`src/rtl/regfile_scoreboard_if.sv`:
```
// Pipeline-to-scoreboard bundle: issue/source request from decode, flush
// and squash from the branch unit, writeback retire, and the scoreboard's
// stall/status responses.
interface regfile_scoreboard_if #(
    parameter int NREGS     = 32,
    parameter int REGNOBITS = 5
);
    logic                 issue_valid;
    logic                 issue_wr_reg;
    logic [REGNOBITS-1:0] issue_rd;
    logic                 rs1_read;
    logic [REGNOBITS-1:0] rs1;
    logic                 rs2_read;
    logic [REGNOBITS-1:0] rs2;
    logic                 flush;
    logic                 squash_valid;
    logic [REGNOBITS-1:0] squash_rd;
    logic                 wb_valid;
    logic [REGNOBITS-1:0] wb_rd;
    logic                 stall;
    logic                 issue_fire;
    logic [NREGS-1:0]     busy_vec;
    logic [3:0]           inflight;
    logic [31:0]          stall_cycles;
    logic                 err_underflow;

    modport master (
        output issue_valid, issue_wr_reg, issue_rd,
        output rs1_read, rs1, rs2_read, rs2,
        output flush, squash_valid, squash_rd, wb_valid, wb_rd,
        input  stall, issue_fire, busy_vec, inflight, stall_cycles, err_underflow
    );

    modport slave (
        input  issue_valid, issue_wr_reg, issue_rd,
        input  rs1_read, rs1, rs2_read, rs2,
        input  flush, squash_valid, squash_rd, wb_valid, wb_rd,
        output stall, issue_fire, busy_vec, inflight, stall_cycles, err_underflow
    );
endinterface

```
`src/rtl/regfile_scoreboard.sv`:
```
// Register-file hazard scoreboard: one pending-write counter per
// architectural register. Issue increments, writeback and squash decrement.
// Produces the decode stall and registered busy/occupancy/error status.
module regfile_scoreboard #(
    parameter int NREGS     = 32,
    parameter int REGNOBITS = 5,
    parameter int CNTBITS   = 2,
    parameter int WB_BYPASS = 1
) (
    input  logic                 clk,
    input  logic                 reset,
    regfile_scoreboard_if.slave  sb
);

    localparam int SUMBITS = 16;
    localparam logic [CNTBITS-1:0] CNT_ZERO = {CNTBITS{1'b0}};
    localparam logic [CNTBITS-1:0] CNT_ONE  = {{(CNTBITS-1){1'b0}}, 1'b1};
    localparam logic [CNTBITS-1:0] CNT_MAX  = {CNTBITS{1'b1}};
    localparam logic [REGNOBITS-1:0] REG_X0 = {REGNOBITS{1'b0}};

    logic [CNTBITS-1:0] cnt_r      [NREGS];
    logic [CNTBITS-1:0] cnt_nxt_s  [NREGS];
    logic [NREGS-1:0]   busy_r;
    logic [NREGS-1:0]   busy_nxt_s;
    logic [3:0]         inflight_r;
    logic [3:0]         inflight_nxt_s;
    logic [31:0]        stall_cycles_r;
    logic               err_underflow_r;
    logic               uf_s;
    logic [SUMBITS-1:0] sum_s;
    logic               rs1_hz_s;
    logic               rs2_hz_s;
    logic               ovf_s;
    logic               stall_s;
    logic               issue_fire_s;

    // Source operand is busy unless x0, idle, or released by a same-cycle
    // writeback of its last outstanding write (regfile writes on negedge).
    function automatic logic src_busy(
        input logic [REGNOBITS-1:0] idx,
        input logic [CNTBITS-1:0]   cnt,
        input logic                 wb_v,
        input logic [REGNOBITS-1:0] wb_idx
    );
        logic bypass_v;
        bypass_v = (WB_BYPASS != 32'sd0) && (cnt == CNT_ONE) && wb_v && (wb_idx == idx);
        return (idx != REG_X0) && (cnt != CNT_ZERO) && !bypass_v;
    endfunction

    // Decode stall: RAW hazard on either source or a saturated rd counter.
    always_comb begin
        rs1_hz_s = sb.rs1_read && src_busy(sb.rs1, cnt_r[sb.rs1], sb.wb_valid, sb.wb_rd);
        rs2_hz_s = sb.rs2_read && src_busy(sb.rs2, cnt_r[sb.rs2], sb.wb_valid, sb.wb_rd);
        ovf_s    = sb.issue_wr_reg && (sb.issue_rd != REG_X0) && (cnt_r[sb.issue_rd] == CNT_MAX);
        if (sb.issue_valid) begin
            stall_s = rs1_hz_s | rs2_hz_s | ovf_s;
        end else begin
            stall_s = 1'b0;
        end
        issue_fire_s = sb.issue_valid & ~stall_s & ~sb.flush;
    end

    assign sb.stall      = stall_s;
    assign sb.issue_fire = issue_fire_s;

    // Next counter values: net of issue minus writeback minus squash, clamped at zero.
    always_comb begin
        logic               inc_s;
        logic               dec_wb_s;
        logic               dec_sq_s;
        logic [CNTBITS:0]   base_s;
        logic [CNTBITS:0]   dec_s;
        uf_s       = 1'b0;
        sum_s      = {SUMBITS{1'b0}};
        busy_nxt_s = {NREGS{1'b0}};
        inc_s      = 1'b0;
        dec_wb_s   = 1'b0;
        dec_sq_s   = 1'b0;
        base_s     = {(CNTBITS+1){1'b0}};
        dec_s      = {(CNTBITS+1){1'b0}};
        for (int r = 0; r < NREGS; r++) begin
            if (r == 0) begin
                cnt_nxt_s[r] = CNT_ZERO;
            end else begin
                inc_s    = issue_fire_s & sb.issue_wr_reg & (sb.issue_rd == REGNOBITS'(r));
                dec_wb_s = sb.wb_valid & (sb.wb_rd == REGNOBITS'(r));
                dec_sq_s = sb.squash_valid & (sb.squash_rd == REGNOBITS'(r));
                base_s   = {1'b0, cnt_r[r]} + {{CNTBITS{1'b0}}, inc_s};
                dec_s    = {{CNTBITS{1'b0}}, dec_wb_s} + {{CNTBITS{1'b0}}, dec_sq_s};
                if (base_s < dec_s) begin
                    cnt_nxt_s[r] = CNT_ZERO;
                    uf_s         = 1'b1;
                end else begin
                    cnt_nxt_s[r] = CNTBITS'(base_s - dec_s);
                end
            end
            busy_nxt_s[r] = (r != 0) && (cnt_nxt_s[r] != CNT_ZERO);
            sum_s         = sum_s + SUMBITS'(cnt_nxt_s[r]);
        end
        if (sum_s > 16'd15) begin
            inflight_nxt_s = 4'hF;
        end else begin
            inflight_nxt_s = sum_s[3:0];
        end
    end

    // State and registered status; async reset clears everything at once.
    always_ff @(posedge clk or posedge reset) begin
        if (reset) begin
            for (int r = 0; r < NREGS; r++) begin
                cnt_r[r] <= CNT_ZERO;
            end
            busy_r          <= {NREGS{1'b0}};
            inflight_r      <= 4'd0;
            stall_cycles_r  <= 32'd0;
            err_underflow_r <= 1'b0;
        end else begin
            for (int r = 0; r < NREGS; r++) begin
                cnt_r[r] <= cnt_nxt_s[r];
            end
            busy_r     <= busy_nxt_s;
            inflight_r <= inflight_nxt_s;
            if (stall_s && (stall_cycles_r != 32'hFFFF_FFFF)) begin
                stall_cycles_r <= stall_cycles_r + 32'd1;
            end
            err_underflow_r <= err_underflow_r | uf_s;
        end
    end

    assign sb.busy_vec      = busy_r;
    assign sb.inflight      = inflight_r;
    assign sb.stall_cycles  = stall_cycles_r;
    assign sb.err_underflow = err_underflow_r;

endmodule

```
`src/flat_wrapper.sv`:
```
// flat-port wrapper written by rule: the top's interface ports become plain ports
module regfile_scoreboard_flat 
#(
    parameter int NREGS     = 32,
    parameter int REGNOBITS = 5,
    parameter int CNTBITS   = 2,
    parameter int WB_BYPASS = 1
)
  (clk, reset, sb_issue_valid, sb_issue_wr_reg, sb_issue_rd, sb_rs1_read, sb_rs1, sb_rs2_read, sb_rs2, sb_flush, sb_squash_valid, sb_squash_rd, sb_wb_valid, sb_wb_rd, sb_stall, sb_issue_fire, sb_busy_vec, sb_inflight, sb_stall_cycles, sb_err_underflow);
  regfile_scoreboard_if #(.NREGS(NREGS), .REGNOBITS(REGNOBITS)) sb_i ();
  input  logic clk;
  input  logic reset;
  input wire logic [$bits(sb_i.issue_valid)-1:0] sb_issue_valid;
  input wire logic [$bits(sb_i.issue_wr_reg)-1:0] sb_issue_wr_reg;
  input wire logic [$bits(sb_i.issue_rd)-1:0] sb_issue_rd;
  input wire logic [$bits(sb_i.rs1_read)-1:0] sb_rs1_read;
  input wire logic [$bits(sb_i.rs1)-1:0] sb_rs1;
  input wire logic [$bits(sb_i.rs2_read)-1:0] sb_rs2_read;
  input wire logic [$bits(sb_i.rs2)-1:0] sb_rs2;
  input wire logic [$bits(sb_i.flush)-1:0] sb_flush;
  input wire logic [$bits(sb_i.squash_valid)-1:0] sb_squash_valid;
  input wire logic [$bits(sb_i.squash_rd)-1:0] sb_squash_rd;
  input wire logic [$bits(sb_i.wb_valid)-1:0] sb_wb_valid;
  input wire logic [$bits(sb_i.wb_rd)-1:0] sb_wb_rd;
  output wire logic [$bits(sb_i.stall)-1:0] sb_stall;
  output wire logic [$bits(sb_i.issue_fire)-1:0] sb_issue_fire;
  output wire logic [$bits(sb_i.busy_vec)-1:0] sb_busy_vec;
  output wire logic [$bits(sb_i.inflight)-1:0] sb_inflight;
  output wire logic [$bits(sb_i.stall_cycles)-1:0] sb_stall_cycles;
  output wire logic [$bits(sb_i.err_underflow)-1:0] sb_err_underflow;
  assign sb_i.issue_valid = sb_issue_valid;
  assign sb_i.issue_wr_reg = sb_issue_wr_reg;
  assign sb_i.issue_rd = sb_issue_rd;
  assign sb_i.rs1_read = sb_rs1_read;
  assign sb_i.rs1 = sb_rs1;
  assign sb_i.rs2_read = sb_rs2_read;
  assign sb_i.rs2 = sb_rs2;
  assign sb_i.flush = sb_flush;
  assign sb_i.squash_valid = sb_squash_valid;
  assign sb_i.squash_rd = sb_squash_rd;
  assign sb_i.wb_valid = sb_wb_valid;
  assign sb_i.wb_rd = sb_wb_rd;
  assign sb_stall = sb_i.stall;
  assign sb_issue_fire = sb_i.issue_fire;
  assign sb_busy_vec = sb_i.busy_vec;
  assign sb_inflight = sb_i.inflight;
  assign sb_stall_cycles = sb_i.stall_cycles;
  assign sb_err_underflow = sb_i.err_underflow;
  regfile_scoreboard #(.NREGS(NREGS), .REGNOBITS(REGNOBITS), .CNTBITS(CNTBITS), .WB_BYPASS(WB_BYPASS)) u_core (.clk(clk), .reset(reset), .sb(sb_i));
endmodule
```
`config.mk`:
```
export PLATFORM = sky130hd
export DESIGN_NAME = regfile_scoreboard_flat
export DESIGN_NICKNAME = d
export VERILOG_FILES = /design/src/rtl/regfile_scoreboard_if.sv /design/src/rtl/regfile_scoreboard.sv /design/src/flat_wrapper.sv
export SDC_FILE = /design/constraint.sdc
export NUM_CORES = 1
export LEC_CHECK = 0
export ABC_AREA = 1
export CORE_ASPECT_RATIO = 0.9
export CORE_MARGIN = 5
export CORE_UTILIZATION = 45
export CTS_CLUSTER_SIZE = 24
export DETAILED_ROUTE_END_ITERATION = 6
export GPL_TIMING_DRIVEN = 0
export PLACE_DENSITY = 0.73
export SETUP_SLACK_MARGIN = 0.4
export SLEW_MARGIN = 40
export SYNTH_ARGS = -nofsm -noshare
export SYNTH_HDL_FRONTEND = slang
export SYNTH_SLANG_ARGS = --single-unit
```
`constraint.sdc`:
```
create_clock -name clk -period 11.5 [get_ports clk]
set_input_delay 2.3 -clock clk [delete_from_list [all_inputs] [get_ports clk]]
set_output_delay 2.3 -clock clk [all_outputs]
set_load 0.005 [all_outputs]
```
==> results of run 1 <==
worst paths after layout:
check | from | endpoint | slack, ns | cells after the start
hold reg to reg | u_core.sb.stall_cycles[23]$_DFFE_PP0P_ | u_core.sb.stall_cycles[23]$_DFFE_PP0P_ | 0.58 | 2
hold / removal | u_core.sb.stall_cycles[23]$_DFFE_PP0P_ | u_core.sb.stall_cycles[23]$_DFFE_PP0P_ | 0.58 | 2
setup reg to reg | u_core.cnt_r[29]$_DFF_PP0_ | u_core.sb.inflight[2]$_DFF_PP0_ | 2.47 | 38
min in group asynchronous | reset | u_core.sb.stall_cycles[1]$_DFFE_PP0P_ | 2.27 | 2
setup / recovery | sb_rs1[1] | u_core.sb.inflight[2]$_DFF_PP0_ | 0.80 | 43
max in group asynchronous | reset | u_core.cnt_r[38]$_DFF_PP0_ | 8.50 | 3
cells by family (layout without fill, tap and decap cells):
| kind of cell | Yosys count | in the layout |
|---|---|---|
| flops | 130 | 130 |
| compound gates | 95 | 95 |
| other cells | 1 | 2 |
| xor+xnor | 35 | 35 |
| fa+ha+maj | 225 | 225 |
| simple gates | 880 | 880 |
| buf+inv | 421 | 555 |
layout make-up:
class	instances	area share, %
timing repair buffer	102	6.78
sequential	130	21.5
clock inverter	15	1.26
buffer	46	1.65
antenna	1	0.0165
multi-input combinational	1236	53.6
inverter	375	9.38
tap	360	2.97
clock buffer	17	2.81
sequential cells by signal (all words and copies together), names as in the netlist:
signal	count
u_core.sb.inflight	4
u_core.sb.stall_cycles	32
u_core.sb.err_underflow	1
u_core.cnt_r	62
u_core.sb.busy_vec	31
per-stage QoR:
stage,setup WS (ns),area [um^2],utilization (%)
floorplan,1.27,12900,-
global placement,-0.344,14300,50.9
detailed placement,-0.445,14400,51.0
CTS,0.432,15000,53.4
global route,0.391,15100,53.8
finish,0.801,15100,53.8
repair_timing:
| item | in CTS | in global routing |
|---|---|---|
| buffers inserted | 0 | 6 |
| gates cloned | 0 | 0 |
| pin swaps | 0 | 14 |
| setup endpoints to repair | 4 | 4 |
| resized for setup | 17 | 30 |
metal layers:
layer,share of wire [%],wire length [um]
met1,44,20600
met2,41,19200
met3,11,5180
met4,3.2,1500
met5,0.028,13
critical path, delay by kind of cell:
kind / cells / cell delay (ns)
and+or+nand+nor: 14 / 1.43
AOI/OAI and AO/OA: 6 / 0.83
buffers and inverters: 11 / 1.28
adders and majority gates: 12 / 5.14
cell usage in the layout, fill, tap and decap left out, drive strengths merged, types with 2 or more instances in the layout:
cell / Yosys / layout
nand2: 446 / 446
inv: 373 / 380
nor2: 232 / 232
ha: 137 / 137
dfrtp: 130 / 130
nand3: 106 / 106
clkdlybuf4s50: 0 / 89
fa: 88 / 88
o21ai: 57 / 57
nand4: 52 / 52
buf: 31 / 38
clkbuf: 15 / 34
xor2: 23 / 23
a21oi: 18 / 18
nor4: 17 / 17
xnor2: 12 / 12
nor3: 10 / 10
or2: 10 / 10
clkinv: 2 / 8
o31ai: 7 / 7
o22ai: 6 / 6
nor3b: 6 / 6
dlymetal6s2s: 0 / 4
o21bai: 3 / 3
o211ai: 2 / 2
==> results summary, run 1 <==
Between clock sinks in the finished design, the worst skew comes to 0.0123 ns. Global routing finished with a remaining overflow of 0. The insertion delay of the later-clocked pin in the worst-skew pair came out at 0.44 ns. The met3 track demand over resource in global routing is 8.10%. The area of the mapped netlist is 12,900 um^2.

For this run, the leading register cell type out of synthesis is dfrtp_1. The net count after synthesis came out at 2,046. The final cell count without fillers is 2,282. The initial utilization of the core area, before any placement, comes to 45.9%.

The CTS tree is yes. The via count normalized by instance count is 5.37. The number of global-route vias before repair came out at 11,900. For this run, design rule violations remaining after detail routing come to 0. The cell total after placement is 2,243. The met1 track demand over resource in global routing came out at 42.7%. The combined global-route utilization of all metal layers is 29.1%. Global routing used 42.1% of the available met2 tracks. The worst max-slew margin expressed relative to the limit is 46.8%. The floorplan die width came out at 189 um.

The commonest cells after synthesis are nand2_1 (445), inv_1 (370), nor2_1 (228), ha_1 (137), dfrtp_1 (130). The run finished with clean final reports. After global routing, the most crowded layer is met1. At the end of routability-driven placement, the weighted congestion stood at 1.04.

The critical path data arrival time came out at 11.00 ns. The total of hold buffers inserted after clock tree synthesis is 0. The synthesized netlist devotes 4.03% of its cell area to compound gates. The pin count of the biggest net entering global routing came out at 74. The footprint of the multi-input gates came out at 8120 um^2. The vias after detailed routing came out at 12,300. The remaining antenna violation count after routing is 0. STA classifies the critical path startpoint as a primary input. The post-route clock period utilization came out at 93.0%. The HPWL after detailed placement came out at 38.4 mm. The synthesized design devotes to its leading area cell type 25.2% of total area. After synthesis, flip-flops and latches occupy 25.2% of the total area.

Setup repair after global routing left no endpoint under its margin. The post-CTS clock slew at the launch and capture registers of the worst setup and hold paths came out at 0.07 ns. Pin placement for this block handled 105 I/O pins.

The synthesized design contains 0 enable-type register cells. The worst setup path is of the primary input to flip-flop kind. Summed over all instances, the cell type with the most area after synthesis is dfrtp_1. STA puts the critical path data required time at 11.80 ns.

In the post-synthesis netlist, the cell with the most instances is nand2_1. The tree is rooted in a clkbuf_16. Buffers placed on the I/O ports in this run total 95. The H-tree was split into 4 levels. The initial antenna violation count is 2. The synthesized-area fraction occupied by xor and xnor cells is 2.37%. The wire length of the first global-routing pass is 71.0 mm. Registers take 3250 um^2. Counting flops with an async set or reset pin after synthesis yields a share of 100%.

The maximum count of clock buffers along a single path is 2. In this run, synthesis produced a sequential element count of 130. The final count of hold timing violations is 0. The filler cells instantiated in the layout total 2,721. Summing the areas of all fa, ha and maj instances in the mapped netlist gives 26.9% of the synthesized area. The aggregate negative setup slack is 0 ns. The TritonCTS buffer count is 17. The share of cell area taken by muxes after synthesis is 0%. The total setup violations reported at the end of the flow is 0. The initialized floorplan defines 58 standard-cell rows. The minimum clock period after layout came out at 10.70 ns. The synthesized instance count came out at 1,787.

For this block, the initial DRC count from the detailed router was 1,545. In this run the worst hold path is classified as flip-flop to flip-flop. The TritonCTS sink count came out at 130. The number of synthesis warnings is 0.

After synthesis, the largest family of logic cells by area is simple AND/OR/NAND/NOR gates. The die is 171 um tall. The worst setup path is captured at a flip-flop.

The standard cell with the maximum stage delay on the critical path is fa_1. Of the total synthesized cell area, the portion taken by AND, OR, NAND and NOR gates is 28.8%. The transition time of the tightest slew-check pin came out at 0.791 ns. Dividing the synthesized area by the synthesized cell count gives 7.24 um^2. In the final routed layout, each cell accounts on average for 20.4 um. The final hold slack is 0.582 ns.

The fraction of layout instances using a drive strength above 1 came out at 5.93%. The top fanout value on the critical path came out at 9. The growth of design area from synthesis to finish came out at 17.1%. The final max-slew violation count is 0. The number of max-cap violations is 0. Yosys attributes the largest share of cell area to dfrtp_1 (25%), fa_1 (14%), ha_1 (13%), nand2_1 (13%), inv_1 (11%). The first-pass detailed-route iteration total is 5. The area of the die is 32,200 um^2.

The highest clock rate is 93.5 MHz. For this run, the post-layout net count is 2,167. On the worst path, the slowest cell contributes a delay of 0.57 ns.

Summed over all layers, the routed wires come to 46.5 mm. The cell repeated most along the worst path is fa_1. The unique cell type count in the Yosys netlist is 38. The core region is 28,200 um^2.
Power of run 1 is left out: the tool's default activity adds up to more than one toggle a clock period on the data nets, which glitch-free logic cannot reach.
==> run 2: changes to the inputs <==
--- a/config.mk
+++ b/config.mk
@@ -13,6 +13,7 @@
 export DETAILED_ROUTE_END_ITERATION = 6
 export GPL_TIMING_DRIVEN = 0
 export PLACE_DENSITY = 0.73
+export REMOVE_ABC_BUFFERS = 1
 export SETUP_SLACK_MARGIN = 0.4
 export SLEW_MARGIN = 40
 export SYNTH_ARGS = -nofsm -noshare
==> run 2 against run 1 <==
The flow now finishes with violations (design-rule violations); critical path depth down 4; sequential cell count unchanged; via count down 0.38%; non-clock buffer count down 19; wire length down 6.8%; largest cell class unchanged; cell area about the same; clock-buffer cell count unchanged; critical path type unchanged.
==> results summary, run 2 (synthesis gave the netlist of run 1 again) <==
The maximum count of clock buffers along a single path came out at 2 (unchanged). The total core area is 28,200 um^2 (unchanged). The routability-driven placement congestion ratio came to 0.995 (was 1.04). The first-pass detailed-route iteration total is 7 (was 5). The nature of the critical path endpoint is a flip-flop (unchanged). The path type of the worst setup path is primary input to flip-flop (unchanged). The top fanout value on the critical path is 20 (was 9). The final worst clock skew came out at 0.0114 ns (was 0.0123 ns). The number of max-cap violations was 0 (unchanged).

The wire length of the first global-routing pass came out at 67.0 mm (was 71.0 mm). The total of hold buffers inserted after clock tree synthesis is 0 (unchanged). The critical path data arrival time came out at 11.03 ns (was 11.00 ns).

The net total in the final layout came to 2,149 (was 2,167). The number of design-rule violations left by the first detailed-router iteration is 1,458 (was 1,545). The number of DRC violations after detailed routing is 3 (was 0). Status: complete, but fails checks (was completed). The number of antenna repair diodes came out at 0 (was 1). The cell repeated most along the worst path is fa_1 (unchanged). The cell chosen for the clock root is clkbuf_16 (unchanged). Unrepaired setup endpoints after global routing: no (unchanged). The aggregate negative setup slack came to 0 ns (unchanged). Leading cell types in the layout, fill and taps excluded: nand2_1 (445), inv_1 (364), nor2_1 (221) (was nand2_1 (444), inv_1 (367), nor2_1 (219)). The final reports fail on design-rule violations. The insertion delay of the later-clocked pin in the worst-skew pair came out at 0.44 ns (about the same). The chip height is 171 um (unchanged). The total I/O pin count came out at 105 (unchanged). The data required time at the worst endpoint is 11.81 ns (was 11.80 ns).

The remaining antenna violation count after routing is 0 (unchanged). The worst max-slew margin expressed relative to the limit is 48.1% (was 46.8%). The flip-flop count of the largest register, all copies and words added came to 62 (unchanged).

The overall overflow remaining after global route came out at 0 (unchanged). The post-route clock period utilization is 93.3% (was 93.0%). The vias after detailed routing came out at 12,200 (was 12,300). The placed standard-cell area came out at 14,200 um^2 (was 14,400 um^2).

The count of filler cells inserted in the layout is 2,648 (was 2,721). The fraction of layout instances using a drive strength above 1 came out at 5.73% (was 5.93%). The HPWL after detailed placement is 33.8 mm (was 38.4 mm).

The footprint of the multi-input gates is 8140 um^2 (was 8120 um^2). The final max-slew violation count came out at 0 (unchanged). The CTS tree is yes (unchanged). The peak per-stage delay on the critical path was 0.60 ns (was 0.57 ns). The largest register by flop count is u_core.cnt_r (unchanged). The highest clock rate is 93.2 MHz (was 93.5 MHz). The H-tree depth reported by CTS is 4 (unchanged).

The detailed-route wire length was 43.3 mm (was 46.5 mm). The nature of the critical path startpoint is a primary input (unchanged). The transition time of the tightest slew-check pin is 0.772 ns (was 0.791 ns). The sequential cell area is 3250 um^2 (unchanged). The global-route met2 utilization came out at 40.4% (was 42.1%). The growth of design area from synthesis to finish came out at 17.2% (was 17.1%). The area of the die is 32,200 um^2 (unchanged). The effective utilization at floorplan came out at 45.9% (unchanged). The floorplan row count is 58 (unchanged). The standard cell with the maximum stage delay on the critical path was fa_1 (unchanged). The via count normalized by instance count came out at 5.39 (was 5.37). The total setup violations reported at the end of the flow was 0 (unchanged). The pin count of the biggest net entering global routing came out at 79 (was 74). The leading cell type in the layout, fill and taps excluded is nand2_1 (unchanged). The TritonCTS buffer count is 17 (unchanged). The final count of hold timing violations came out at 0 (unchanged).

The most used routing layer in global routing was met2 (was met1). The TritonCTS sink count is 130 (unchanged). The met3 track demand over resource in global routing is 8.18% (was 8.10%). The number of global-route vias before repair came to 11,800 (was 11,900). The path type of the worst min-delay path was flip-flop to flip-flop (unchanged). The combined global-route utilization of all metal layers came out at 27.0% (was 29.1%).

The count of input and output buffers came to 103 (was 95). The met1 track demand over resource in global routing came to 37.2% (was 42.7%). The post-detailed-route wirelength per cell is 19.1 um (was 20.4 um).

The final instance area is 15,200 um^2 (was 15,100 um^2). The floorplan die width came out at 189 um (unchanged). The initial antenna violation count is 1 (was 2). The post-CTS clock slew at the launch and capture registers of the worst setup and hold paths is 0.07 ns (about the same). The minimum clock period after layout is 10.73 ns (was 10.70 ns).
[run 2: worst paths after layout]
path,from,end,slack [ns],cells past startpoint
min in group asynchronous,reset,u_core.sb.stall_cycles[6]$_DFFE_PP0P_,2.27,2
min,u_core.sb.stall_cycles[10]$_DFFE_PP0P_,u_core.sb.stall_cycles[10]$_DFFE_PP0P_,0.57,2
max in group asynchronous,reset,u_core.cnt_r[31]$_DFF_PP0_,8.47,3
max,sb_rs1[1],u_core.sb.inflight[2]$_DFF_PP0_,0.77,39
min reg2reg,u_core.sb.stall_cycles[10]$_DFFE_PP0P_,u_core.sb.stall_cycles[10]$_DFFE_PP0P_,0.57,2
max reg2reg,u_core.cnt_r[55]$_DFF_PP0_,u_core.sb.inflight[2]$_DFF_PP0_,2.45,43
[run 2: per-stage QoR]
stage	hold slack (ns)	instances	worst slack [ns]	utilization [%]
2_1_floorplan	0.507	1741	1.06	-
3_3_place_gp	0.528	2204	-1.99	50.4
3_5_place_dp	0.547	2207	-1.21	50.5
4_1_cts	0.565	2249	0.413	53.1
5_1_grt	0.593	2263	0.385	53.8
6_report	0.573	2263	0.775	53.8
[run 2: critical path, delay by kind of cell]
kind | cells | cell delay (ns)
adder cells (fa/ha/maj) | 12 | 5.43
AND/OR/NAND/NOR | 13 | 1.44
AO/OA/AOI/OAI | 7 | 1.12
buffers and inverters | 7 | 0.71
[run 2: metal layers]
metal	wire length, um	vias to the layer above
li1	-	5681
met1	17900	5742
met2	18700	652
met3	4930	130
met4	1890	2
met5	9	-
[run 2: layout make-up]
class / count / share of cell area, %
clock buffers: 17 / 2.81
clock inverters: 15 / 0.958
inverters: 375 / 9.48
multi-input cells: 1237 / 53.7
flip-flops and latches: 130 / 21.5
well taps: 360 / 2.97
repair buffers: 129 / 8.59
[run 2: timing repair]
action	in CTS	in global routing
pin swaps	2	3
cloned	1	0
setup buffers	9	14
resized for setup	21	44
endpoints found under the setup margin	4	4
Power of run 2 is left out for the same reason.
